### config.mk
export PLATFORM = sky130hd
export DESIGN_NAME = ldi_timing_detector
export DESIGN_NICKNAME = d
export VERILOG_FILES = /design/src/rtl/ldi_pkg.sv /design/src/rtl/ldi_line_counter.sv /design/src/rtl/ldi_timing_detector.sv
export SDC_FILE = /design/constraint.sdc
export NUM_CORES = 1
export LEC_CHECK = 0
export BUFFER_PORTS_ARGS = -buffer_cell sky130_fd_sc_hd__clkbuf_2
export CAP_MARGIN = 0
export CORE_ASPECT_RATIO = 2
export CORE_MARGIN = 4
export CORE_UTILIZATION = 50
export CTS_BUF_LIST = sky130_fd_sc_hd__clkbuf_16
export CTS_CLUSTER_DIAMETER = 80
export CTS_CLUSTER_SIZE = 30
export DETAILED_ROUTE_END_ITERATION = 6
export HOLD_SLACK_MARGIN = 0.15
export PLACE_DENSITY = 0.68
export REMOVE_ABC_BUFFERS = 1
export SYNTH_ARGS = -nofsm -noshare
export SYNTH_HDL_FRONTEND = slang
export SYNTH_SLANG_ARGS = --single-unit
### constraint.sdc
create_clock -name clock -period 5.07 [get_ports clock]
set_input_delay 1.521 -clock clock [delete_from_list [all_inputs] [get_ports clock]]
set_output_delay 1.521 -clock clock [all_outputs]
set_load 0.02 [all_outputs]
### src/rtl/ldi_pkg.sv
// Shared types for the LDI timing detector.
// Holds the FSM state encoding and the measured timing record.
package ldi_pkg;

    typedef enum logic [1:0] {
        ST_IDLE    = 2'd0,
        ST_ACQUIRE = 2'd1,
        ST_VALID   = 2'd2
    } ldi_state_t;

    // Fields are wide enough for any counter width; narrower values
    // are zero-extended so records compare directly.
    typedef struct packed {
        logic [31:0] h_active;
        logic [31:0] h_total;
        logic [31:0] v_active;
        logic [31:0] v_total;
    } ldi_timing_t;

endpackage

### src/rtl/ldi_line_counter.sv
// Per-line beat and data-enable counter for the LDI timing detector.
// Ports: clock, reset (sync, active high), line_bnd (hsync falling edge),
// de (lane 0); line_done/line_total/line_width/line_sat report the line
// that ends at each boundary.
module ldi_line_counter #(
    parameter int CNT_W = 12
) (
    input  logic             clock,
    input  logic             reset,
    input  logic             line_bnd,
    input  logic             de,
    output logic             line_done,
    output logic [CNT_W-1:0] line_total,
    output logic [CNT_W-1:0] line_width,
    output logic             line_sat
);

    localparam logic [CNT_W-1:0] CMAX = '1;

    logic [CNT_W-1:0] beat_cnt;
    logic [CNT_W-1:0] de_cnt;

    // The boundary beat is the first beat of the new line, so the
    // counters restart at one (or at the beat's de) rather than zero.
    always_ff @(posedge clock) begin
        if (reset) begin
            beat_cnt <= '0;
            de_cnt   <= '0;
        end else if (line_bnd) begin
            beat_cnt <= {{(CNT_W-1){1'b0}}, 1'b1};
            de_cnt   <= {{(CNT_W-1){1'b0}}, de};
        end else begin
            if (beat_cnt != CMAX)
                beat_cnt <= beat_cnt + 1'b1;
            if (de && de_cnt != CMAX)
                de_cnt <= de_cnt + 1'b1;
        end
    end

    assign line_done  = line_bnd;
    assign line_total = beat_cnt;
    assign line_width = de_cnt;
    assign line_sat   = (beat_cnt == CMAX) || (de_cnt == CMAX);

endmodule

### src/rtl/ldi_timing_detector.sv
// LDI video timing detector: measures line/frame geometry from lane 0
// sync and data enable, and declares a mode once it is stable.
// Ports: clock, reset (sync, active high), in_locked, per-lane
// in_hsync_n/in_vsync_n/in_de; outputs h_active/h_total (pixels),
// v_active/v_total (lines), mode_valid, mode_changed, frame_start,
// lane_error (sticky).
module ldi_timing_detector
    import ldi_pkg::*;
#(
    parameter int pixels_in_parallel = 2,
    parameter int CNT_W              = 12,
    parameter int STABLE_FRAMES      = 4,
    parameter int TIMEOUT_CYCLES     = 2_000_000
) (
    input  logic                          clock,
    input  logic                          reset,
    input  logic                          in_locked,
    input  logic [pixels_in_parallel-1:0] in_hsync_n,
    input  logic [pixels_in_parallel-1:0] in_vsync_n,
    input  logic [pixels_in_parallel-1:0] in_de,
    output logic [CNT_W:0]                h_active,
    output logic [CNT_W:0]                h_total,
    output logic [CNT_W-1:0]              v_active,
    output logic [CNT_W-1:0]              v_total,
    output logic                          mode_valid,
    output logic                          mode_changed,
    output logic                          frame_start,
    output logic                          lane_error
);

    localparam int SW = $clog2(STABLE_FRAMES + 1);
    localparam int TW = $clog2(TIMEOUT_CYCLES + 1);
    localparam int PW = CNT_W + 1;
    localparam logic [CNT_W-1:0] CMAX = '1;

    ldi_state_t state;

    logic prev_hs;
    logic prev_vs;
    logic frame_bnd;
    logic line_bnd;
    logic lane_mis;

    logic [TW-1:0] timer;
    logic          to_hit;

    logic             line_done;
    logic [CNT_W-1:0] line_total;
    logic [CNT_W-1:0] line_width;
    logic             line_sat;

    logic [CNT_W-1:0] f_total, n_total;
    logic [CNT_W-1:0] f_width, n_width;
    logic [CNT_W-1:0] f_lines, n_lines;
    logic [CNT_W-1:0] f_act, n_act;
    logic             f_have_t, n_have_t;
    logic             f_have_w, n_have_w;
    logic             f_bad, n_bad;

    logic [CNT_W:0] ht_pix;
    logic [CNT_W:0] ha_pix;
    ldi_timing_t    rec;
    ldi_timing_t    cand;
    ldi_timing_t    out_rec;
    logic           good;
    logic [SW-1:0]  stable_cnt;
    logic [SW-1:0]  next_stable;
    logic           discard;

    assign frame_bnd = prev_vs & ~in_vsync_n[0];
    assign line_bnd  = prev_hs & ~in_hsync_n[0];

    assign lane_mis =
        |(in_hsync_n ^ {pixels_in_parallel{in_hsync_n[0]}}) |
        |(in_vsync_n ^ {pixels_in_parallel{in_vsync_n[0]}}) |
        |(in_de      ^ {pixels_in_parallel{in_de[0]}});

    assign to_hit = (timer == TW'(TIMEOUT_CYCLES - 1));

    ldi_line_counter #(
        .CNT_W(CNT_W)
    ) u_line (
        .clock     (clock),
        .reset     (reset),
        .line_bnd  (line_bnd),
        .de        (in_de[0]),
        .line_done (line_done),
        .line_total(line_total),
        .line_width(line_width),
        .line_sat  (line_sat)
    );

    // A line event on the frame-boundary beat belongs to the new frame's
    // accumulators; the closing frame is judged from the registered
    // values, so both effects apply in the same cycle.
    always_comb begin
        n_total  = f_total;
        n_width  = f_width;
        n_lines  = f_lines;
        n_act    = f_act;
        n_have_t = f_have_t;
        n_have_w = f_have_w;
        n_bad    = f_bad;
        if (frame_bnd) begin
            n_total  = '0;
            n_width  = '0;
            n_lines  = '0;
            n_act    = '0;
            n_have_t = 1'b0;
            n_have_w = 1'b0;
            n_bad    = 1'b0;
        end
        if (line_done) begin
            if (!n_have_t) begin
                n_total  = line_total;
                n_have_t = 1'b1;
            end else if (line_total != n_total) begin
                n_bad = 1'b1;
            end
            if (line_width != '0) begin
                if (!n_have_w) begin
                    n_width  = line_width;
                    n_have_w = 1'b1;
                end else if (line_width != n_width) begin
                    n_bad = 1'b1;
                end
                if (n_act != CMAX)
                    n_act = n_act + 1'b1;
                if (n_act == CMAX)
                    n_bad = 1'b1;
            end
            if (n_lines != CMAX)
                n_lines = n_lines + 1'b1;
            if (n_lines == CMAX)
                n_bad = 1'b1;
            if (line_sat)
                n_bad = 1'b1;
        end
    end

    assign ht_pix = {1'b0, f_total} * PW'(pixels_in_parallel);
    assign ha_pix = {1'b0, f_width} * PW'(pixels_in_parallel);

    always_comb begin
        rec          = '0;
        rec.h_active = 32'(ha_pix);
        rec.h_total  = 32'(ht_pix);
        rec.v_active = 32'(f_act);
        rec.v_total  = 32'(f_lines);
        out_rec          = '0;
        out_rec.h_active = 32'(h_active);
        out_rec.h_total  = 32'(h_total);
        out_rec.v_active = 32'(v_active);
        out_rec.v_total  = 32'(v_total);
    end

    // A frame with no complete line has nothing to measure.
    assign good = ~f_bad & f_have_t;

    // A candidate left by a bad frame carries stable_cnt=0 and never
    // matches, so the next good frame starts a fresh count.
    always_comb begin
        next_stable = good ? SW'(1) : '0;
        if (good && stable_cnt != '0 && rec == cand)
            next_stable = stable_cnt + SW'(1);
    end

    always_ff @(posedge clock) begin
        if (reset) begin
            prev_hs     <= 1'b0;
            prev_vs     <= 1'b0;
            lane_error  <= 1'b0;
            frame_start <= 1'b0;
            timer       <= '0;
            f_total     <= '0;
            f_width     <= '0;
            f_lines     <= '0;
            f_act       <= '0;
            f_have_t    <= 1'b0;
            f_have_w    <= 1'b0;
            f_bad       <= 1'b0;
        end else begin
            prev_hs     <= in_hsync_n[0];
            prev_vs     <= in_vsync_n[0];
            lane_error  <= lane_error | lane_mis;
            frame_start <= frame_bnd;
            timer       <= (frame_bnd || to_hit) ? '0 : timer + 1'b1;
            f_total     <= n_total;
            f_width     <= n_width;
            f_lines     <= n_lines;
            f_act       <= n_act;
            f_have_t    <= n_have_t;
            f_have_w    <= n_have_w;
            f_bad       <= n_bad;
        end
    end

    always_ff @(posedge clock) begin
        if (reset) begin
            state        <= ST_IDLE;
            stable_cnt   <= '0;
            discard      <= 1'b0;
            cand         <= '0;
            mode_valid   <= 1'b0;
            mode_changed <= 1'b0;
            h_active     <= '0;
            h_total      <= '0;
            v_active     <= '0;
            v_total      <= '0;
        end else begin
            mode_changed <= 1'b0;
            if (!in_locked || to_hit) begin
                state      <= ST_IDLE;
                mode_valid <= 1'b0;
            end else if (frame_bnd) begin
                unique case (state)
                    ST_IDLE: begin
                        state      <= ST_ACQUIRE;
                        stable_cnt <= '0;
                        discard    <= 1'b1;
                    end
                    ST_ACQUIRE: begin
                        if (discard) begin
                            discard <= 1'b0;
                        end else begin
                            cand <= rec;
                            if (next_stable == SW'(STABLE_FRAMES)) begin
                                h_active     <= ha_pix;
                                h_total      <= ht_pix;
                                v_active     <= f_act;
                                v_total      <= f_lines;
                                mode_changed <= 1'b1;
                                mode_valid   <= 1'b1;
                                stable_cnt   <= '0;
                                state        <= ST_VALID;
                            end else begin
                                stable_cnt <= next_stable;
                            end
                        end
                    end
                    ST_VALID: begin
                        if (!good || rec != out_rec) begin
                            mode_valid <= 1'b0;
                            cand       <= rec;
                            stable_cnt <= good ? SW'(1) : '0;
                            state      <= ST_ACQUIRE;
                        end
                    end
                    default: state <= ST_IDLE;
                endcase
            end
        end
    end

endmodule
==> results of run 1 <==
-- report_power, final --
group / switching, W / internal (W) / total (W) / leakage, nW
registers: 0.0000152 / 0.00161 / 0.00163 / 1.65
logic: 0.0000752 / 0.0000291 / 0.000104 / 2.65
clock network: 0.000517 / 0.000395 / 0.000912 / 0.141
-- layout by cell type, fill, tap and decap left out, types with 15 or more instances in the layout --
master / netlist / routed
clkbuf_2: 0 / 59
nand2_1: 79 / 79
a31oi_1: 15 / 15
dfxtp_1: 204 / 204
a21oi_1: 47 / 47
nor4_1: 27 / 27
nor2_1: 207 / 207
mux2i_1: 101 / 101
inv_1: 22 / 23
xnor2_1: 64 / 64
nand4_1: 32 / 32
xor2_1: 91 / 91
nand3_1: 51 / 51
-- cells by family after synthesis --
family / synth area share (%)
DFF: 39.9
muxes: 9.89
xor gates and xnor gates: 13.3
buffers and inverters: 5.74
adders and majority gates: 1.35
and+or+nand+nor: 22.1
other: 0.0367
AOI/OAI and AO/OA: 7.72
-- final timing paths --
check,startpoint,endpoint,slack [ns],cells after the start
hold / removal,mode_valid,mode_valid,0.46,2
setup reg to reg,f_width[6],cand[35],1.78,8
setup / recovery,in_vsync_n[0],f_bad,1.52,11
hold reg to reg,mode_valid,mode_valid,0.46,2
-- synth_stat cells (all sizes together), types with 4 or more instances --
library cell  instances
a21oi                47
a31oi                15
and2                  4
and3                 10
and4                  7
buf                  58
clkbuf               50
dfxtp               204
ha                   11
inv                  23
mux2i               101
nand2                79
nand2b                8
nand3                51
nand4                32
nor2                207
nor2b                12
nor3                 14
nor4                 29
nor4bb               10
o21ai                16
o32ai                10
or3                   6
xnor2                64
xor2                 91
-- state kept, by name (all words and copies together), names as in the netlist, 2 cells and up --
signal / cells
u_line.line_width: 12
state: 2
h_total: 12
v_total: 12
h_active: 12
u_line.line_total: 12
cand: 48
f_act: 12
f_total: 12
v_active: 12
stable_cnt: 3
f_lines: 12
timer: 21
f_width: 12
-- routing by layer --
metal	up-vias	GRT usage, %	part of all wire (%)
li1	4025	-	-
met1	3875	25.1	37
met2	196	42.9	53
met3	69	1.84	2.8
met4	0	13.4	6.4
met5	-	0	0
-- per-stage QoR --
stage	power [W]	area, um2	hold slack [ns]
3_3_place_gp	0.00177	10500	0.448
2_1_floorplan	0.00171	9730	0.430
5_1_grt	0.00272	10800	0.493
6_report	0.00264	10800	0.465
4_1_cts	0.00267	10800	0.476
3_5_place_dp	0.00177	10500	0.456
-- tightest hold or removal path: stages (launching register included) --
cell     delay, ns
dfxtp_1       0.33
nand2_1       0.05
mux2i_1       0.05
-- cell type report --
type | instances | area [um2] | area share [%]
clock buffer | 11 | 275 | 2.56
clock inverter | 2 | 11.3 | 0.105
inverter | 23 | 86.3 | 0.802
multi-input combinational | 866 | 5580 | 51.8
sequential | 204 | 4080 | 37.9
tap | 262 | 328 | 3.04
timing repair buffer | 72 | 405 | 3.76
==> results by group, run 1 <==
Worst setup path
  – Slowest cell on crit path: a2111oi_1
  – Crit-path max FO: 7
  – Crit end category: flip-flop
  – Data arrival time of the critical path: 3.98 ns
  – Cell family with most CP delay: compound AO/OA/AOI/OAI gates
  – Worst path max stage delay: 0.51 ns
  – Critical path launch point type: primary input
  – WS Path Type: primary input to flip-flop
  – Crit-path cells: clkbuf_2, nand2b_2, and2_1, ha_1, and4_1, and3_1, a41oi_1, a2111oi_1, nand4_1, a311oi_1, a311o_1
  – Critical path buffers and inverters: 1
  – CP required: 5.50 ns

Clock network
  – CTS tree: built
  – Clock sinks: 204
  – H-tree Lvls: 1
  – Worst skew pair latency: 0.48 ns
  – Root Buffer: clkbuf_16
  – Post-CTS Resized: 0
  – Longest Clk Path Bufs: 3
  – Setup bufs post-CTS: 0
  – Hold Buf Count CTS: 0
  – Worst-path clk slew: 0.12 ns
  – CTS buffer count: 10

Logic synthesis
  – Mapped cell area: 0.0102 mm2
  – Post-synth EDFFs: 0
  – Synth Instances: 1200
  – Avg Inst Size Synth: 8.52 um2
  – Top cells by area, synth: dfxtp_1, mux2i_1, xor2_1, nor2_1, xnor2_1
  – Unique masters post-synth: 61
  – Register area share after synthesis: 39.9%
  – Yosys warnings: 0
  – Ys flop type: dfxtp_1
  – Cell taking the most area after synthesis: dfxtp_1
  – FFs w/ async S/R, synth: 0%
  – Synth top area share: 39.9%
  – Seq cells post-synth: 204

Place
  – Routability congestion estimate: 0.951
  – Port Buffers: 60
  – Dpl cells: 1427
  – Pre-CTS WS: 1.05 ns
  – DP HPWL: 19700 um

GRT
  – Initial antenna violation count: 0
  – Largest net degree at the start of global routing: 69
  – Gr usage total: 23.2%
  – First-pass GRT wire length: 42000 um
  – Overflow after GRT: 0
  – Vias in the first global route: 7930

Die
  – # rows: 73
  – I/O pin total: 63
  – DIE AREA: 0.0229 mm2
  – Die W: 109 um
  – Die Height: 210 um
  – Core area: 0.0200 mm2
  – Initial Util: 51.1%

STA
  – Final Skew: 0.0127 ns
  – Slew @ Worst Pin: 0.970 ns
  – Final Setup Violations: 0
  – Slew headroom: 35.3%
  – Setup TNS: 0 ns
  – Fmax: 282 MHz
  – RSZ-0062 raised after global routing: false
  – Fin. max-slew vios: 0
  – Min setup slack post-route: 1.52 ns
  – Final worst path period need: 3.55 ns
  – Final period utilization: 70.0%
  – Final hold viol count: 0

Min path
  – Tightest Hold Check Type: flip-flop to flip-flop

Outcome
  – Status: completed

Detailed routing
  – Router iterations before antenna repair: 5
  – Final antenna-violating net count: 0
  – Vias: 8165
  – DR iter-0 viols: 495
  – DRC Markers: 0
  – Vias per std cell: 5.67
  – WL final: 26400 um
  – DR WL/cell: 18.3 um

Final layout
  – Final Net Count: 1197
  – Ant. Diodes: 0
  – P&R area growth vs syn: 5.28%
  – Final Non-Filler Cells: 1440
  – Layout cells sized above 1: 7.72%
  – Layout fillers: 1866
  – Layout Utilization: 53.8%

Job
  – Max-cap violations: 0

Pwr
  – VDD IR max: 0.183 mV
  – Pwr per Cell Area: 245 mW/mm2
  – Lkg Pwr: 4.43 nW
Note: power is estimated with default switching activity, not from simulation.
==> run 2, diff against run 1 <==
--- a/config.mk
+++ b/config.mk
@@ -5,6 +5,7 @@
 export SDC_FILE = /design/constraint.sdc
 export NUM_CORES = 1
 export LEC_CHECK = 0
+export ABC_AREA = 1
 export BUFFER_PORTS_ARGS = -buffer_cell sky130_fd_sc_hd__clkbuf_2
 export CAP_MARGIN = 0
 export CORE_ASPECT_RATIO = 2
@@ -15,7 +16,7 @@
 export CTS_CLUSTER_SIZE = 30
 export DETAILED_ROUTE_END_ITERATION = 6
 export HOLD_SLACK_MARGIN = 0.15
-export PLACE_DENSITY = 0.68
+export PLACE_DENSITY = 0.67
 export REMOVE_ABC_BUFFERS = 1
 export SYNTH_ARGS = -nofsm -noshare
 export SYNTH_HDL_FRONTEND = slang
==> constraint.sdc (replaced) <==
create_clock -name clock -period 3.41 [get_ports clock]
set_input_delay 1.023 -clock clock [delete_from_list [all_inputs] [get_ports clock]]
set_output_delay 1.023 -clock clock [all_outputs]
set_load 0.02 [all_outputs]
==> results by group, run 2 <==
Pwr
  – Lkg Pwr: 5.55 nW (+25%)
  – Pwr per Cell Area: 354 mW/mm2 (+44%)
  – Sequential cell fraction of total power: 58.4% (-3.1 points)
  – Share of total power in combinational logic: 9.1% (+5.2 points)
  – NetSw: 0.00108 W (+78%)
  – P_int: 0.00313 W (+54%)
  – VDD IR max: 0.425 mV (+130%)
  – Switch share: 25.7% (+2.7 points)
  – Clock power share: 32.5% (-2.0 points)
  – Power Total: 0.00421 W (+59%)

Logic synthesis
  – Ys flop type: dfxtp_1
  – Cell taking the most area after synthesis: dfxtp_1
  – Yosys warnings: 0 (unchanged)
  – Top cells by area, synth: dfxtp_1, nand2_1, nor2_1, inv_1, o21ai_0
  – Mapped cell area: 0.0110 mm2 (+7.9%)
  – Synth top area share: 37.0% (-2.9 points)
  – Avg Inst Size Synth: 6.35 um2 (-25%)
  – Seq cells post-synth: 204 (unchanged)
  – FFs w/ async S/R, synth: 0% (unchanged)
  – Most numerous cell in the Yosys netlist: nand2_1
  – Unique masters post-synth: 40 (-34%)
  – Post-synth EDFFs: 0 (unchanged)
  – Register area share after synthesis: 37.0% (-2.9 points)
  – Synth cell count leaders: nand2_1, nor2_1, inv_1, dfxtp_1, o21ai_0
  – Synth Instances: 1736 (+45%)

GRT
  – Overflow after GRT: 0 (unchanged)
  – Vias in the first global route: 10200 (+29%)
  – Initial antenna violation count: 0 (unchanged)
  – First-pass GRT wire length: 52200 um (+24%)
  – Largest net degree at the start of global routing: 97 (+41%)
  – Gr usage total: 26.6% (+3.4 points)

Clock network
  – Worst-path clk slew: 0.12 ns (about the same)
  – Hold Buf Count CTS: 0 (unchanged)
  – CTS tree: built
  – Post-CTS Resized: 0 (unchanged)
  – H-tree Lvls: 1 (unchanged)
  – Clock sinks: 204 (unchanged)
  – Setup bufs post-CTS: 0 (unchanged)
  – Worst skew pair latency: 0.48 ns (about the same)
  – Root Buffer: clkbuf_16
  – CTS buffer count: 10 (unchanged)
  – Longest Clk Path Bufs: 3 (unchanged)

Die
  – Core area: 0.0217 mm2 (+8.4%)
  – # rows: 76 (+4.1%)
  – DIE AREA: 0.0246 mm2 (+7.4%)
  – Initial Util: 50.9% (-0.25 points)
  – I/O pin total: 63 (unchanged)
  – Die Height: 218 um (+3.7%)
  – Die W: 113 um (+3.6%)

Place
  – Port Buffers: 60 (unchanged)
  – Routability congestion estimate: 0.952 (+0.13%)
  – DP HPWL: 25700 um (+30%)
  – Dpl cells: 2030 (+42%)

STA
  – Fmax: 349 MHz
  – RSZ-0062 raised after global routing: false
  – Final hold slack: 0.470 ns (+0.00501 ns)
  – Slew @ Worst Pin: 0.763 ns (-0.207 ns)
  – Final period utilization: 84.0%
  – Slew headroom: 49.1% (+14 points)
  – Final Skew: 0.0214 ns (+0.00876 ns)
  – Final worst path period need: 2.86 ns
  – Final Setup Violations: 0 (unchanged)
  – Final hold viol count: 0 (unchanged)
  – Fin. max-slew vios: 0 (unchanged)

Worst setup path
  – Slowest cell on crit path: xnor2_1
  – WS Path Type: flip-flop to flip-flop
  – Crit-path max FO: 39 (+32)
  – Crit end category: flip-flop
  – CP required: 3.82 ns (-1.68 ns)
  – Worst path max stage delay: 0.53 ns (+0.02 ns)
  – Critical path launch point type: flip-flop
  – Most numerous cell on the critical path: nand2_1
  – Critical path buffers and inverters: 2 (+1)
  – Data arrival time of the critical path: 3.27 ns (-0.71 ns)
  – Cell family with most CP delay: simple AND/OR/NAND/NOR gates
  – Crit-path cells: xnor2_1, nand3_1, nor2_1, nand2_1, nor2_1, nand3_1, nand2_1, inv_2, nor2_4, nand3_2, buf_12, nand2_1, nand2_1, nor2_1

Final layout
  – Layout cells sized above 1: 7.01% (-0.72 points)
  – Largest registers: cand: 48 flops, timer: 21 flops
  – Leading cell type in the layout, fill and taps excluded: nand2_1
  – Final Net Count: 1789 (+49%)
  – Largest register FFs: 48 (unchanged)
  – Ant. Diodes: 0 (unchanged)
  – Most frequent cells in the layout: nand2_1, nor2_1, inv_1
  – P&R area growth vs syn: 7.67%
  – Layout fillers: 2222 (+19%)
  – Final Non-Filler Cells: 2042 (+42%)
  – Largest Register: cand

Detailed routing
  – WL final: 33000 um (+25%)
  – Vias per std cell: 5.23 (-7.8%)
  – Vias: 10700 (+31%)
  – DR iter-0 viols: 644 (+30%)
  – DRC Markers: 0 (unchanged)
  – DR WL/cell: 16.2 um (-12%)
  – Router iterations before antenna repair: 6 (+1)
  – Final antenna-violating net count: 0 (unchanged)

Job
  – Max-cap violations: 0 (unchanged)

Min path
  – Tightest Hold Check Type: flip-flop to flip-flop

Outcome
  – Status: completed
-- run 2: kinds of logic (layout without fill, tap and decap cells) --
kind of cell               count (synthesis)  after routing  share of synthesized area, %
buffers and inverters                    307            339                          11.1
xor gates and xnor gates                  70             70                          5.56
DFF                                      204            204                          37.0
AOI/OAI and AO/OA                        279            279                          13.3
adders and majority gates                 11             11                          1.25
and+or+nand+nor                          864            864                          31.8
other                                      1              2                        0.0340
-- run 2: power by group through the flow --
stage	Clock [W]	Combinational (W)	Sequential [W]
2_1_floorplan	0	0.000250	0.00250
3_3_place_gp	0	0.000378	0.00251
3_5_place_dp	0	0.000380	0.00251
4_1_cts	0.00141	0.000382	0.00246
5_1_grt	0.00146	0.000429	0.00246
6_report	0.00137	0.000382	0.00246
-- run 2: tightest hold or removal path: cells and delay by family (launching register included) --
kind                   cells  cell delay (ns)
flip-flops                 1             0.34
buffers and inverters      1             0.05
AO/OA/AOI/OAI              1             0.05
-- run 2: through the flow --
stage | cell area, um2 | util, % | TNS, ns | setup WS, ns
3_5_place_dp | 11600 | 53.5 | 0 | 0.152
3_3_place_gp | 11600 | 53.5 | 0 | 0.200
2_1_floorplan | 10700 | - | -43.50 | -0.787
6_report | 11900 | 54.8 | 0 | 0.547
4_1_cts | 11900 | 54.8 | 0 | 0.611
5_1_grt | 11900 | 54.8 | 0 | 0.377
-- run 2: layout make-up --
cell class / instances / area, um2 / share of cell area (%)
Clock buffer: 11 / 275 / 2.32
Multi-Input combinational cell: 1226 / 5730 / 48.3
Sequential cell: 204 / 4080 / 34.4
Tap cell: 273 / 342 / 2.88
Inverter: 242 / 910 / 7.66
Clock inverter: 1 / 8.76 / 0.0737
Timing Repair Buffer: 85 / 526 / 4.42
-- run 2: per-layer routing --
metal  part of all wire, %  routed length (um)  GRT usage (%)
met1                    37               12100           27.7
met2                    51               16900           49.0
met3                   4.0                1320           2.64
met4                   8.2                2690           18.4
met5                     0                   0              0
-- run 2: worst paths after layout --
path         startpoint         end  slack [ns]  cells after the start
max            f_act[9]  h_total[6]        0.55                     14
min             cand[2]     cand[2]        0.47                      2
max reg2reg    f_act[9]  h_total[6]        0.55                     14
min reg2reg     cand[2]     cand[2]        0.47                      2
